**config.mk**
```make
export PLATFORM = sky130hd
export DESIGN_NAME = conv_stream_ctrl_flat
export DESIGN_NICKNAME = d
export VERILOG_FILES = /design/src/rtl/conv_stream_ctrl_if.sv /design/src/rtl/conv_stream_ctrl.sv /design/src/flat_wrapper.sv
export SDC_FILE = /design/constraint.sdc
export NUM_CORES = 1
export LEC_CHECK = 0
export BUFFER_PORTS_ARGS = -buffer_cell sky130_fd_sc_hd__clkbuf_2
export CAP_MARGIN = 20
export CORE_ASPECT_RATIO = 0.6
export CORE_MARGIN = 2
export CORE_UTILIZATION = 51
export CTS_CLUSTER_SIZE = 12
export DETAILED_ROUTE_END_ITERATION = 7
export PLACE_DENSITY = 0.76
export SLEW_MARGIN = 20
export SYNTH_ARGS = -nofsm -noshare
export SYNTH_HDL_FRONTEND = slang
export SYNTH_SLANG_ARGS = --single-unit
export TNS_END_PERCENT = 1
```
**constraint.sdc**
```tcl
create_clock -name clk -period 1.8 [get_ports clk]
set_input_delay 0.36 -clock clk [delete_from_list [all_inputs] [get_ports clk]]
set_output_delay 0.36 -clock clk [all_outputs]
set_load 0.1 [all_outputs]
```
**src/rtl/conv_stream_ctrl_if.sv**
```systemverilog
// Signal bundle between the frame sequencer (slave modport) and its environment
// (master modport): upstream stream, datapath pixel/result pair, tagged output stream, status.
interface conv_stream_ctrl_if #(
   parameter int WORD_SIZE = 8,
   parameter int ROW_SIZE  = 540,
   parameter int NUM_ROWS  = 540
);
   localparam int RW = $clog2(NUM_ROWS);
   localparam int CW = $clog2(ROW_SIZE);

   // Upstream handshake: a pixel transfers on a rising clk edge where in_valid and
   // in_ready are both 1; in_ready is registered and never depends on in_valid.
   logic                 start;
   logic                 in_valid;
   logic                 in_ready;
   logic [WORD_SIZE-1:0] in_pixel;
   logic [WORD_SIZE-1:0] dp_pixel;
   logic [WORD_SIZE-1:0] dp_result;
   logic                 out_valid;
   logic [WORD_SIZE-1:0] out_pixel;
   logic                 out_interior;
   logic [RW-1:0]        out_row;
   logic [CW-1:0]        out_col;
   logic                 out_last;
   logic                 busy;
   logic                 frame_done;
   logic                 underflow_err;

   modport slave (
      input  start, in_valid, in_pixel, dp_result,
      output in_ready, dp_pixel, out_valid, out_pixel, out_interior,
             out_row, out_col, out_last, busy, frame_done, underflow_err
   );

   modport master (
      output start, in_valid, in_pixel, dp_result,
      input  in_ready, dp_pixel, out_valid, out_pixel, out_interior,
             out_row, out_col, out_last, busy, frame_done, underflow_err
   );
endinterface

```
**src/rtl/conv_stream_ctrl.sv**
```systemverilog
// Frame sequencer for the 3x3 Laplacian datapath: feeds dp_pixel every cycle and tags
// each dp_result with valid/interior/last/centre-coordinate sideband aligned to the pipe.
module conv_stream_ctrl #(
   parameter int WORD_SIZE = 8,
   parameter int ROW_SIZE  = 540,
   parameter int NUM_ROWS  = 540,
   parameter int PIPE_LAT  = 4
) (
   input  logic              clk,
   input  logic              rst,
   conv_stream_ctrl_if.slave bus_io,
   output logic [1:0]        dbg_state_o
);
   localparam int RW = $clog2(NUM_ROWS);
   localparam int CW = $clog2(ROW_SIZE);
   localparam int DW = (PIPE_LAT > 1) ? $clog2(PIPE_LAT) : 1;
   localparam logic [RW-1:0] ROW_LAST   = RW'(NUM_ROWS - 1);
   localparam logic [CW-1:0] COL_LAST   = CW'(ROW_SIZE - 1);
   localparam logic [DW-1:0] DRAIN_LAST = DW'(PIPE_LAT - 1);

   typedef enum logic [1:0] {IDLE = 2'd0, STREAM = 2'd1, DRAIN = 2'd2} state_e;

   typedef struct packed {
      logic          valid;
      logic          interior;
      logic          last;
      logic [RW-1:0] crow;
      logic [CW-1:0] ccol;
   } tag_t;

   state_e               state_q;
   logic [RW-1:0]        row_q;
   logic [CW-1:0]        col_q;
   logic [DW-1:0]        drain_q;
   logic [WORD_SIZE-1:0] dp_pixel_q;
   logic                 in_ready_q;
   logic                 busy_q;
   logic                 underflow_q;
   tag_t                 tag_q [PIPE_LAT];
   tag_t                 tag_d;
   tag_t                 tail;
   logic                 accept;
   logic                 last_px;

   assign accept  = (state_q == STREAM) && bus_io.in_valid;
   assign last_px = (row_q == ROW_LAST) && (col_q == COL_LAST);

   // Windows whose newest pixel sits in column 0/1 wrap across rows: valid, not interior.
   always_comb begin
      tag_d = '0;
      if (accept) begin
         tag_d.valid    = 1'b1;
         tag_d.interior = (row_q >= RW'(2)) && (col_q >= CW'(2));
         tag_d.last     = last_px;
         if (tag_d.interior) begin
            tag_d.crow = row_q - RW'(1);
            tag_d.ccol = col_q - CW'(1);
         end
      end
   end

   always_ff @(posedge clk) begin
      if (rst) begin
         state_q     <= IDLE;
         row_q       <= '0;
         col_q       <= '0;
         drain_q     <= '0;
         dp_pixel_q  <= '0;
         in_ready_q  <= 1'b0;
         busy_q      <= 1'b0;
         underflow_q <= 1'b0;
         for (int i = 0; i < PIPE_LAT; i++) tag_q[i] <= '0;
      end else begin
         tag_q[0] <= tag_d;
         for (int i = 1; i < PIPE_LAT; i++) tag_q[i] <= tag_q[i-1];
         unique case (state_q)
            IDLE: begin
               dp_pixel_q <= '0;
               if (bus_io.start) begin
                  state_q     <= STREAM;
                  in_ready_q  <= 1'b1;
                  busy_q      <= 1'b1;
                  underflow_q <= 1'b0;
                  row_q       <= '0;
                  col_q       <= '0;
               end
            end
            STREAM: begin
               if (bus_io.in_valid) begin
                  dp_pixel_q <= bus_io.in_pixel;
                  if (last_px) begin
                     state_q    <= DRAIN;
                     in_ready_q <= 1'b0;
                     drain_q    <= '0;
                     row_q      <= '0;
                     col_q      <= '0;
                  end else if (col_q == COL_LAST) begin
                     col_q <= '0;
                     row_q <= row_q + RW'(1);
                  end else begin
                     col_q <= col_q + CW'(1);
                  end
               end else begin
                  // The datapath cannot stall: push a bubble and flag the frame.
                  dp_pixel_q  <= '0;
                  underflow_q <= 1'b1;
               end
            end
            DRAIN: begin
               dp_pixel_q <= '0;
               if (drain_q == DRAIN_LAST) begin
                  state_q <= IDLE;
                  busy_q  <= 1'b0;
               end else begin
                  drain_q <= drain_q + DW'(1);
               end
            end
            default: state_q <= IDLE;
         endcase
      end
   end

   assign tail                 = tag_q[PIPE_LAT-1];
   assign bus_io.in_ready      = in_ready_q;
   assign bus_io.dp_pixel      = dp_pixel_q;
   assign bus_io.out_valid     = tail.valid;
   assign bus_io.out_pixel     = bus_io.dp_result;
   assign bus_io.out_interior  = tail.interior;
   assign bus_io.out_row       = tail.crow;
   assign bus_io.out_col       = tail.ccol;
   assign bus_io.out_last      = tail.last;
   assign bus_io.frame_done    = tail.valid & tail.last;
   assign bus_io.busy          = busy_q;
   assign bus_io.underflow_err = underflow_q;
   assign dbg_state_o          = state_q;
endmodule
```
**src/flat_wrapper.sv**
```systemverilog
// flat-port wrapper written by rule: the top's interface ports become plain ports
module conv_stream_ctrl_flat 
#(
   parameter int WORD_SIZE = 8,
   parameter int ROW_SIZE  = 540,
   parameter int NUM_ROWS  = 540,
   parameter int PIPE_LAT  = 4
)
  (clk, rst, dbg_state_o, bus_io_start, bus_io_in_valid, bus_io_in_pixel, bus_io_dp_result, bus_io_in_ready, bus_io_dp_pixel, bus_io_out_valid, bus_io_out_pixel, bus_io_out_interior, bus_io_out_row, bus_io_out_col, bus_io_out_last, bus_io_busy, bus_io_frame_done, bus_io_underflow_err);
  conv_stream_ctrl_if #(.WORD_SIZE(WORD_SIZE), .ROW_SIZE(ROW_SIZE), .NUM_ROWS(NUM_ROWS)) bus_io_i ();
  input  logic clk;
  input  logic rst;
  output logic [1:0] dbg_state_o;
  input wire logic [$bits(bus_io_i.start)-1:0] bus_io_start;
  input wire logic [$bits(bus_io_i.in_valid)-1:0] bus_io_in_valid;
  input wire logic [$bits(bus_io_i.in_pixel)-1:0] bus_io_in_pixel;
  input wire logic [$bits(bus_io_i.dp_result)-1:0] bus_io_dp_result;
  output wire logic [$bits(bus_io_i.in_ready)-1:0] bus_io_in_ready;
  output wire logic [$bits(bus_io_i.dp_pixel)-1:0] bus_io_dp_pixel;
  output wire logic [$bits(bus_io_i.out_valid)-1:0] bus_io_out_valid;
  output wire logic [$bits(bus_io_i.out_pixel)-1:0] bus_io_out_pixel;
  output wire logic [$bits(bus_io_i.out_interior)-1:0] bus_io_out_interior;
  output wire logic [$bits(bus_io_i.out_row)-1:0] bus_io_out_row;
  output wire logic [$bits(bus_io_i.out_col)-1:0] bus_io_out_col;
  output wire logic [$bits(bus_io_i.out_last)-1:0] bus_io_out_last;
  output wire logic [$bits(bus_io_i.busy)-1:0] bus_io_busy;
  output wire logic [$bits(bus_io_i.frame_done)-1:0] bus_io_frame_done;
  output wire logic [$bits(bus_io_i.underflow_err)-1:0] bus_io_underflow_err;
  assign bus_io_i.start = bus_io_start;
  assign bus_io_i.in_valid = bus_io_in_valid;
  assign bus_io_i.in_pixel = bus_io_in_pixel;
  assign bus_io_i.dp_result = bus_io_dp_result;
  assign bus_io_in_ready = bus_io_i.in_ready;
  assign bus_io_dp_pixel = bus_io_i.dp_pixel;
  assign bus_io_out_valid = bus_io_i.out_valid;
  assign bus_io_out_pixel = bus_io_i.out_pixel;
  assign bus_io_out_interior = bus_io_i.out_interior;
  assign bus_io_out_row = bus_io_i.out_row;
  assign bus_io_out_col = bus_io_i.out_col;
  assign bus_io_out_last = bus_io_i.out_last;
  assign bus_io_busy = bus_io_i.busy;
  assign bus_io_frame_done = bus_io_i.frame_done;
  assign bus_io_underflow_err = bus_io_i.underflow_err;
  conv_stream_ctrl #(.WORD_SIZE(WORD_SIZE), .ROW_SIZE(ROW_SIZE), .NUM_ROWS(NUM_ROWS), .PIPE_LAT(PIPE_LAT)) u_core (.clk(clk), .rst(rst), .bus_io(bus_io_i), .dbg_state_o(dbg_state_o));
endmodule
```
==> key figures, run 1 <==
STA
  • Max Slew Vio Count: 0
  • Worst slew margin: 0.480
  • Worst Max-Slew Pin Slew: 0.780 ns
  • Clock Skew: 0.00581 ns
  • Final Hold Fails: 0
  • Unrepaired setup endpoints after global routing: true
  • Fmax: 562 MHz
  • Tcrit/Tclk final: 0.989
  • Shortest period the worst path allows: 1.78 ns
  • Post-route setup slack: 0.0200 ns
  • # setup viols final: 0
  • Fin Hold WS: 0.173 ns
  • Setup Total Neg Slack: 0 ns

Power and ir drop
  • Peak supply drop: 823 uV
  • Pwr Density: 1230 nW/um^2
  • Flop pwr share: 0.416
  • Clock share of power: 0.522
  • Leak: 2.46 nW
  • Sw Ratio: 0.228
  • P_int: 0.00531 W
  • Sw power: 0.00157 W
  • Combinational share of power: 0.062

Worst setup path
  • Worst EP arrival: 2.04 ns
  • CP Data Required Time: 2.06 ns
  • Crit end category: flip-flop
  • Crit-path max FO: 5
  • R2r setup slk: 0.02 ns
  • Worst setup endpoint: u_core.row_q[9]$_SDFFE_PP0P_
  • Critical R2R Launch: u_core.row_q[7]$_SDFFE_PP0P_
  • Worst-path cell chain: or4_4 -> nor4_4 -> and2_4 -> a2bb2oi_1 -> a21oi_1
  • R2r endpoint: u_core.row_q[9]$_SDFFE_PP0P_
  • CP Launch Type: flip-flop
  • WS Path Type: reg2reg
  • Worst Setup SP: u_core.row_q[7]$_SDFFE_PP0P_
  • Crit-path max cell delay: 0.54 ns
  • R2R depth: 5
  • Cell at the slowest stage of the critical path: or4_4

Die
  • Die W: 127 um
  • # rows: 26
  • Initial core utilization: 0.534
  • Floorplan core area: 8690 um^2
  • Top Ports: 65
  • Die area: 9900 um^2
  • Die Ht: 77.9 um

Clock network
  • CTS tree: done
  • Worst skew pair latency: 0.41 ns
  • Hold Buf Count CTS: 0
  • CTS clk-pin slew, worst paths: 0.06 ns
  • Clock Path Buffers: 2
  • Cts bufs inserted: 17
  • Clk sinks: 127
  • # Post-CTS Setup Buffers: 0
  • Root Buffer Master: clkbuf_16
  • H-tree lvl count: 4

Final layout
  • Share of layout cells above drive strength 1: 0.250
  • Layout fillers: 664
  • Ant diodes: 0
  • Nets: 527
  • Area Growth Syn to Fin: 20.2%
  • Post-layout util: 0.642
  • Final Cell Area: 5580 um^2

Routing
  • Via density: 4.70
  • DRC: 0
  • Routed WL per cell: 11.9 um
  • Met2 wire length: 3090 um
  • WL met1: 3820 um
  • Highest metal used: met4
  • DRT antenna net count: 0
  • Final wirelength: 7430 um
  • Vias after detailed routing: 2935
  • 1st-iter DRT viols: 173
  • TritonRoute pass-1 iters: 4
  • Met3 wire len: 423 um

Run status
  • Outcome: finished, final reports clean

Yosys
  • Top cells by area, synth: dfxtp_1 55%, nor2b_1 9.7%, buf_4 5.2%, nor2_1 3.8%, xor2_1 3.2%
  • Yosys top cell by area: dfxtp_1
  • Most common cell in the synthesized netlist: dfxtp_1
  • Main synth FF type: dfxtp_1
  • Mapped Avg Cell Area: 10.2 um^2
  • Syn. warnings: 0
  • Post-synth cell types: 50
  • Post-synth EDFFs: 0
  • Yosys top cell area share: 0.548
  • Synthesized instance count: 454
  • Syn Nets: 481
  • Commonest cells post-synth: 127 x dfxtp_1, 72 x nor2b_1, 47 x nor2_1, 32 x buf_4, 20 x nand2_1
  • Seq cells post-synth: 127
  • Post-synth ARST share: 0
  • Mapped cell area: 4640 um^2
  • Post-synthesis sequential area ratio: 0.548

GRT
  • Largest net degree at the start of global routing: 84
  • Gr usage total: 0.164
  • First-pass GRT wire length: 12700 um
  • Gr ovfl total: 0
  • Vias in the first global route: 2758
  • Initial antenna violation count: 0

Place
  • DPL Wire Length: 5000 um
  • IO buf count: 48
  • Pre-CTS WS: -0.00713 ns
  • Placed cell areas: 4920 um^2
  • Placer congestion estimate: 0.881

Min path
  • Worst Hold Class: in2reg

Flow run
  • Max_cap viols: 0
## power by group through the flow
stage	logic, W	registers (W)	clock network, W
2_1_floorplan	0.000298	0.00303	0
3_3_place_gp	0.000415	0.00292	0
3_5_place_dp	0.000424	0.00292	0
4_1_cts	0.000427	0.00286	0.00366
5_1_grt	0.000469	0.00286	0.00379
6_report	0.000428	0.00286	0.00359
## worst min path at each step
stage / start / endpoint / depth (start not counted)
after detailed placement: u_core.tag_q[0][50]$_SDFF_PP0_ / u_core.tag_q[0][73]$_SDFF_PP0_ / 1
after global routing: bus_io_in_pixel[7] / u_core.bus_io.dp_pixel[7]$_SDFFE_PP0P_ / 2
after floorplan: u_core.tag_q[0][0]$_SDFF_PP0_ / u_core.tag_q[0][23]$_SDFF_PP0_ / 1
after CTS: bus_io_in_pixel[1] / u_core.bus_io.dp_pixel[1]$_SDFFE_PP0P_ / 2
after global placement: u_core.tag_q[0][59]$_SDFF_PP0_ / u_core.tag_q[0][82]$_SDFF_PP0_ / 1
final: bus_io_in_pixel[1] / u_core.bus_io.dp_pixel[1]$_SDFFE_PP0P_ / 2
## logic make-up after synthesis
logic type	Yosys count	synth area share
adders and majority gates	7	0.0189
and+or+nand+nor	195	0.236
muxes	2	0.00432
xor gates and xnor gates	30	0.0566
buffers and inverters	56	0.0771
DFF	127	0.548
AOI/OAI and AO/OA	37	0.0593
## critical path, delay by kind of cell, from the launching register on
kind / cells / cell delay (ns)
simple gates: 3 / 1.08
compound gates: 2 / 0.24
flops: 1 / 0.31
## per-layer routing
layer	vias up	global-route usage
li1	1545	-
met1	1308	0.219
met2	73	0.240
met3	9	0.0669
met4	0	0.0582
met5	-	0
## state kept, by name (all words and copies together) (netlist names)
register                     cells
u_core.bus_io.busy               1
u_core.bus_io.underflow_err      1
u_core.tag_q                    92
u_core.drain_q                   2
u_core.row_q                    10
u_core.bus_io.in_ready           1
u_core.dbg_state_o               2
u_core.col_q                    10
u_core.bus_io.dp_pixel           8
## repair_timing
item / CTS / global route
resized for setup: 1 / 4
setup endpoints to repair: 7 / 33
gates cloned: 0 / 0
pin swaps: 1 / 0
## through the flow
step	total power [W]	instances
global route	0.00713	624
floorplan	0.00332	454
detailed placement	0.00335	593
global placement	0.00333	593
finish	0.00688	624
CTS	0.00695	624
## placed cells by master, fill, tap and decap left out, types with 4 or more instances in the layout
cell type	instances
dfxtp_1	123
nor2b_1	72
clkbuf_2	48
nor2_1	47
buf_4	27
nand2_1	20
xor2_1	17
clkbuf_16	17
xnor2_1	13
a21oi_1	10
nand3_1	9
nor3_1	8
a22o_1	8
and3_1	7
ha_1	7
inv_1	6
inv_6	6
nand4_1	5
nand2b_1	4
nand3b_1	4
bufinv_16	4
## cell type report
type | instances | area, um^2 | share of cell area
inverters | 7 | 26.3 | 0.00471
clock buffers | 17 | 425 | 0.0763
repair buffers | 76 | 463 | 0.0830
clock inverters | 14 | 204 | 0.0366
multi-input cells | 271 | 1770 | 0.317
well taps | 112 | 140 | 0.0251
flip-flops and latches | 127 | 2550 | 0.457
No activity file was read; power rests on OpenSTA's default activity.
==> inputs of run 2 (changes only) <==
--- a/config.mk
+++ b/config.mk
@@ -12,6 +12,7 @@
 export CORE_UTILIZATION = 51
 export CTS_CLUSTER_SIZE = 12
 export DETAILED_ROUTE_END_ITERATION = 7
+export MAX_ROUTING_LAYER = met4
 export PLACE_DENSITY = 0.76
 export SLEW_MARGIN = 20
 export SYNTH_ARGS = -nofsm -noshare
==> run 2 against run 1 <==
Power fell by 2.2%. Register-to-register slack worse by 0.02 ns. Critical path depth did not move. Critical endpoint unchanged. Largest power group unchanged. Via count is 0.27% higher. Utilization fell by 0.13 points. Die area unchanged.
==> key figures, run 2 (same netlist as run 1, synthesis figures left out) <==
Die
  • # rows: 26 (unchanged)
  • Top Ports: 65 (unchanged)
  • Initial core utilization: 0.534 (unchanged)
  • Die W: 127 um (unchanged)
  • Die Ht: 77.9 um (unchanged)
  • Floorplan core area: 8690 um^2 (unchanged)
  • Die area: 9900 um^2 (unchanged)

STA
  • Max Slew Vio Count: 0 (unchanged)
  • Fin Hold WS: 0.176 ns (+0.00260 ns)
  • Shortest period the worst path allows: 1.80 ns (+0.0153 ns)
  • Worst slew margin: 0.482 (+0.00185)
  • Worst Max-Slew Pin Slew: 0.777 ns (-0.00278 ns)
  • Fmax: 557 MHz (-0.85%)
  • Clock Skew: 0.00742 ns (+0.00161 ns)
  • Tcrit/Tclk final: 0.997 (+0.00852)
  • # setup viols final: 0 (unchanged)
  • Unrepaired setup endpoints after global routing: true
  • Final Hold Fails: 0 (unchanged)

Final layout
  • Area of the multi-input gates: 1780 um^2 (+0.57%)
  • Nets: 527 (unchanged)
  • Register area: 2550 um^2 (about the same)
  • Ant diodes: 0 (unchanged)
  • Layout fillers: 685 (+3.2%)
  • Share of layout cells above drive strength 1: 0.252 (+0.00195)
  • Top reg by flops: u_core.tag_q
  • Most frequent cells in the layout: 124 x dfxtp_1, 72 x nor2b_1, 48 x clkbuf_2, 47 x nor2_1, 27 x buf_4
  • Commonest non-fill, non-tap cell in the layout: dfxtp_1
  • Post-layout util: 0.641 (-0.00130)
  • Top Registers: u_core.tag_q (92), u_core.col_q (10), u_core.row_q (10)
  • Largest register FFs: 92 (unchanged)
  • Area Growth Syn to Fin: 19.9%

GRT
  • Initial antenna violation count: 0 (unchanged)
  • Largest net degree at the start of global routing: 84 (unchanged)
  • Gr ovfl total: 0 (unchanged)
  • GR peak layer: met2
  • First-pass GRT wire length: 13000 um (+2.2%)
  • GR Util met2: 0.257 (+0.0167)
  • Gr usage total: 0.173 (+0.00883)
  • Vias in the first global route: 2778 (+0.73%)
  • Global routing usage on met3: 0.0614 (-0.00552)
  • Met1 Resource Use GR: 0.223 (+0.00366)

Clock network
  • Worst skew pair latency: 0.40 ns (about the same)
  • Clk sinks: 127 (unchanged)
  • CTS clk-pin slew, worst paths: 0.05 ns (about the same)
  • # Post-CTS Setup Buffers: 0 (unchanged)
  • CTS tree: done
  • Clock Path Buffers: 2 (unchanged)
  • Cts bufs inserted: 17 (unchanged)
  • H-tree lvl count: 4 (unchanged)
  • Root Buffer Master: clkbuf_16

Worst setup path
  • Worst-path cell chain: or4_4 -> nor4_4 -> and2_4 -> a2bb2oi_1 -> a21oi_1
  • Crit end category: flip-flop
  • Crit-path max cell delay: 0.55 ns (about the same)
  • Worst EP arrival: 2.05 ns (about the same)
  • Crit-path max FO: 5 (unchanged)
  • CP Launch Type: flip-flop
  • Delay-heaviest family, CP: simple AND/OR/NAND/NOR gates
  • Buf/Inv on CP: 0 (unchanged)
  • Cell at the slowest stage of the critical path: or4_4
  • WS Path Type: reg2reg
  • CP Data Required Time: 2.05 ns (about the same)

Power and ir drop
  • Leak: 2.45 nW (-0.51%)
  • Peak supply drop: 698 uV (-15%)
  • Pwr Total: 0.00673 W (-2.2%)
  • Pwr Density: 1210 nW/um^2 (-2.0%)

Routing
  • Via density: 4.72 (+0.27%)
  • Routed WL per cell: 12.2 um (+2.3%)
  • Final wirelength: 7600 um (+2.3%)
  • DRT antenna net count: 0 (unchanged)
  • TritonRoute pass-1 iters: 4 (unchanged)
  • DRC: 0 (unchanged)
  • 1st-iter DRT viols: 198 (+14%)
  • Vias after detailed routing: 2943 (+0.27%)

Place
  • DPL Wire Length: 4990 um (-0.19%)
  • Placer congestion estimate: 0.870 (-1.3%)
  • IO buf count: 48 (unchanged)

Run status
  • Outcome: finished, final reports clean

Min path
  • Worst Hold Class: in2reg

Flow run
  • Max_cap viols: 0 (unchanged)
[run 2: cell types whose count changed in the layout (fill, tap and decap cells not counted)]
cell        delta
clkinvlp_4     +1
nor3b_2        +2
dfxtp_1        +1
nor3b_1        -2
inv_6          -1
bufinv_16      -1
dfxtp_4        +1
clkinv_4       +1
dfxtp_2        -2
[run 2: path summary, 6_finish.rpt]
check	start	end	slack, ns	depth (start not counted)
max	u_core.row_q[5]$_SDFFE_PP0P_	u_core.row_q[9]$_SDFFE_PP0P_	0.005	5
min	bus_io_in_pixel[2]	u_core.bus_io.dp_pixel[2]$_SDFFE_PP0P_	0.18	2
max reg2reg	u_core.row_q[5]$_SDFFE_PP0P_	u_core.row_q[9]$_SDFFE_PP0P_	0.005	5
min reg2reg	u_core.tag_q[0][43]$_SDFF_PP0_	u_core.tag_q[0][66]$_SDFF_PP0_	0.43	1
[run 2: layout make-up]
type | count | area share
well taps | 112 | 0.0252
inverters | 7 | 0.00472
clock inverters | 14 | 0.0326
flip-flops and latches | 127 | 0.459
clock buffers | 17 | 0.0765
multi-input cells | 271 | 0.319
repair buffers | 76 | 0.0832
[run 2: through the flow]
| stage | std cells | TNS [ns] | worst slack, ns | area (um^2) |
|---|---|---|---|---|
| after global placement | 593 | 0 | 0.0413 | 4920 |
| after global routing | 624 | -0.124 | -0.0539 | 5560 |
| after CTS | 624 | 0 | 0.000859 | 5540 |
| after floorplan | 454 | -0.115 | -0.115 | 4650 |
| final | 624 | 0 | 0.00466 | 5560 |
| after detailed placement | 593 | -0.00913 | -0.00890 | 4920 |
[run 2: timing repair]
| item | in CTS | in global routing |
|---|---|---|
| hold endpoints to repair | 0 | 0 |
| hold buffers | 0 | 0 |
| cloned | 0 | 0 |
| resized for setup | 2 | 5 |
| pin swaps | 1 | 3 |
| endpoints found under the setup margin | 8 | 31 |
[run 2: report_power, final]
group	switching, W	internal, W	total, W
combinational	0.000294	0.000136	0.000430
sequential	0.0000226	0.00284	0.00286
clock	0.00124	0.00220	0.00344
[run 2: layer usage]
metal	routed length, um	part of all wire	up-vias
li1	-	-	1543
met1	3780	0.50	1309
met2	3290	0.43	83
met3	461	0.061	8
met4	64	0.0084	0
met5	0	0	-
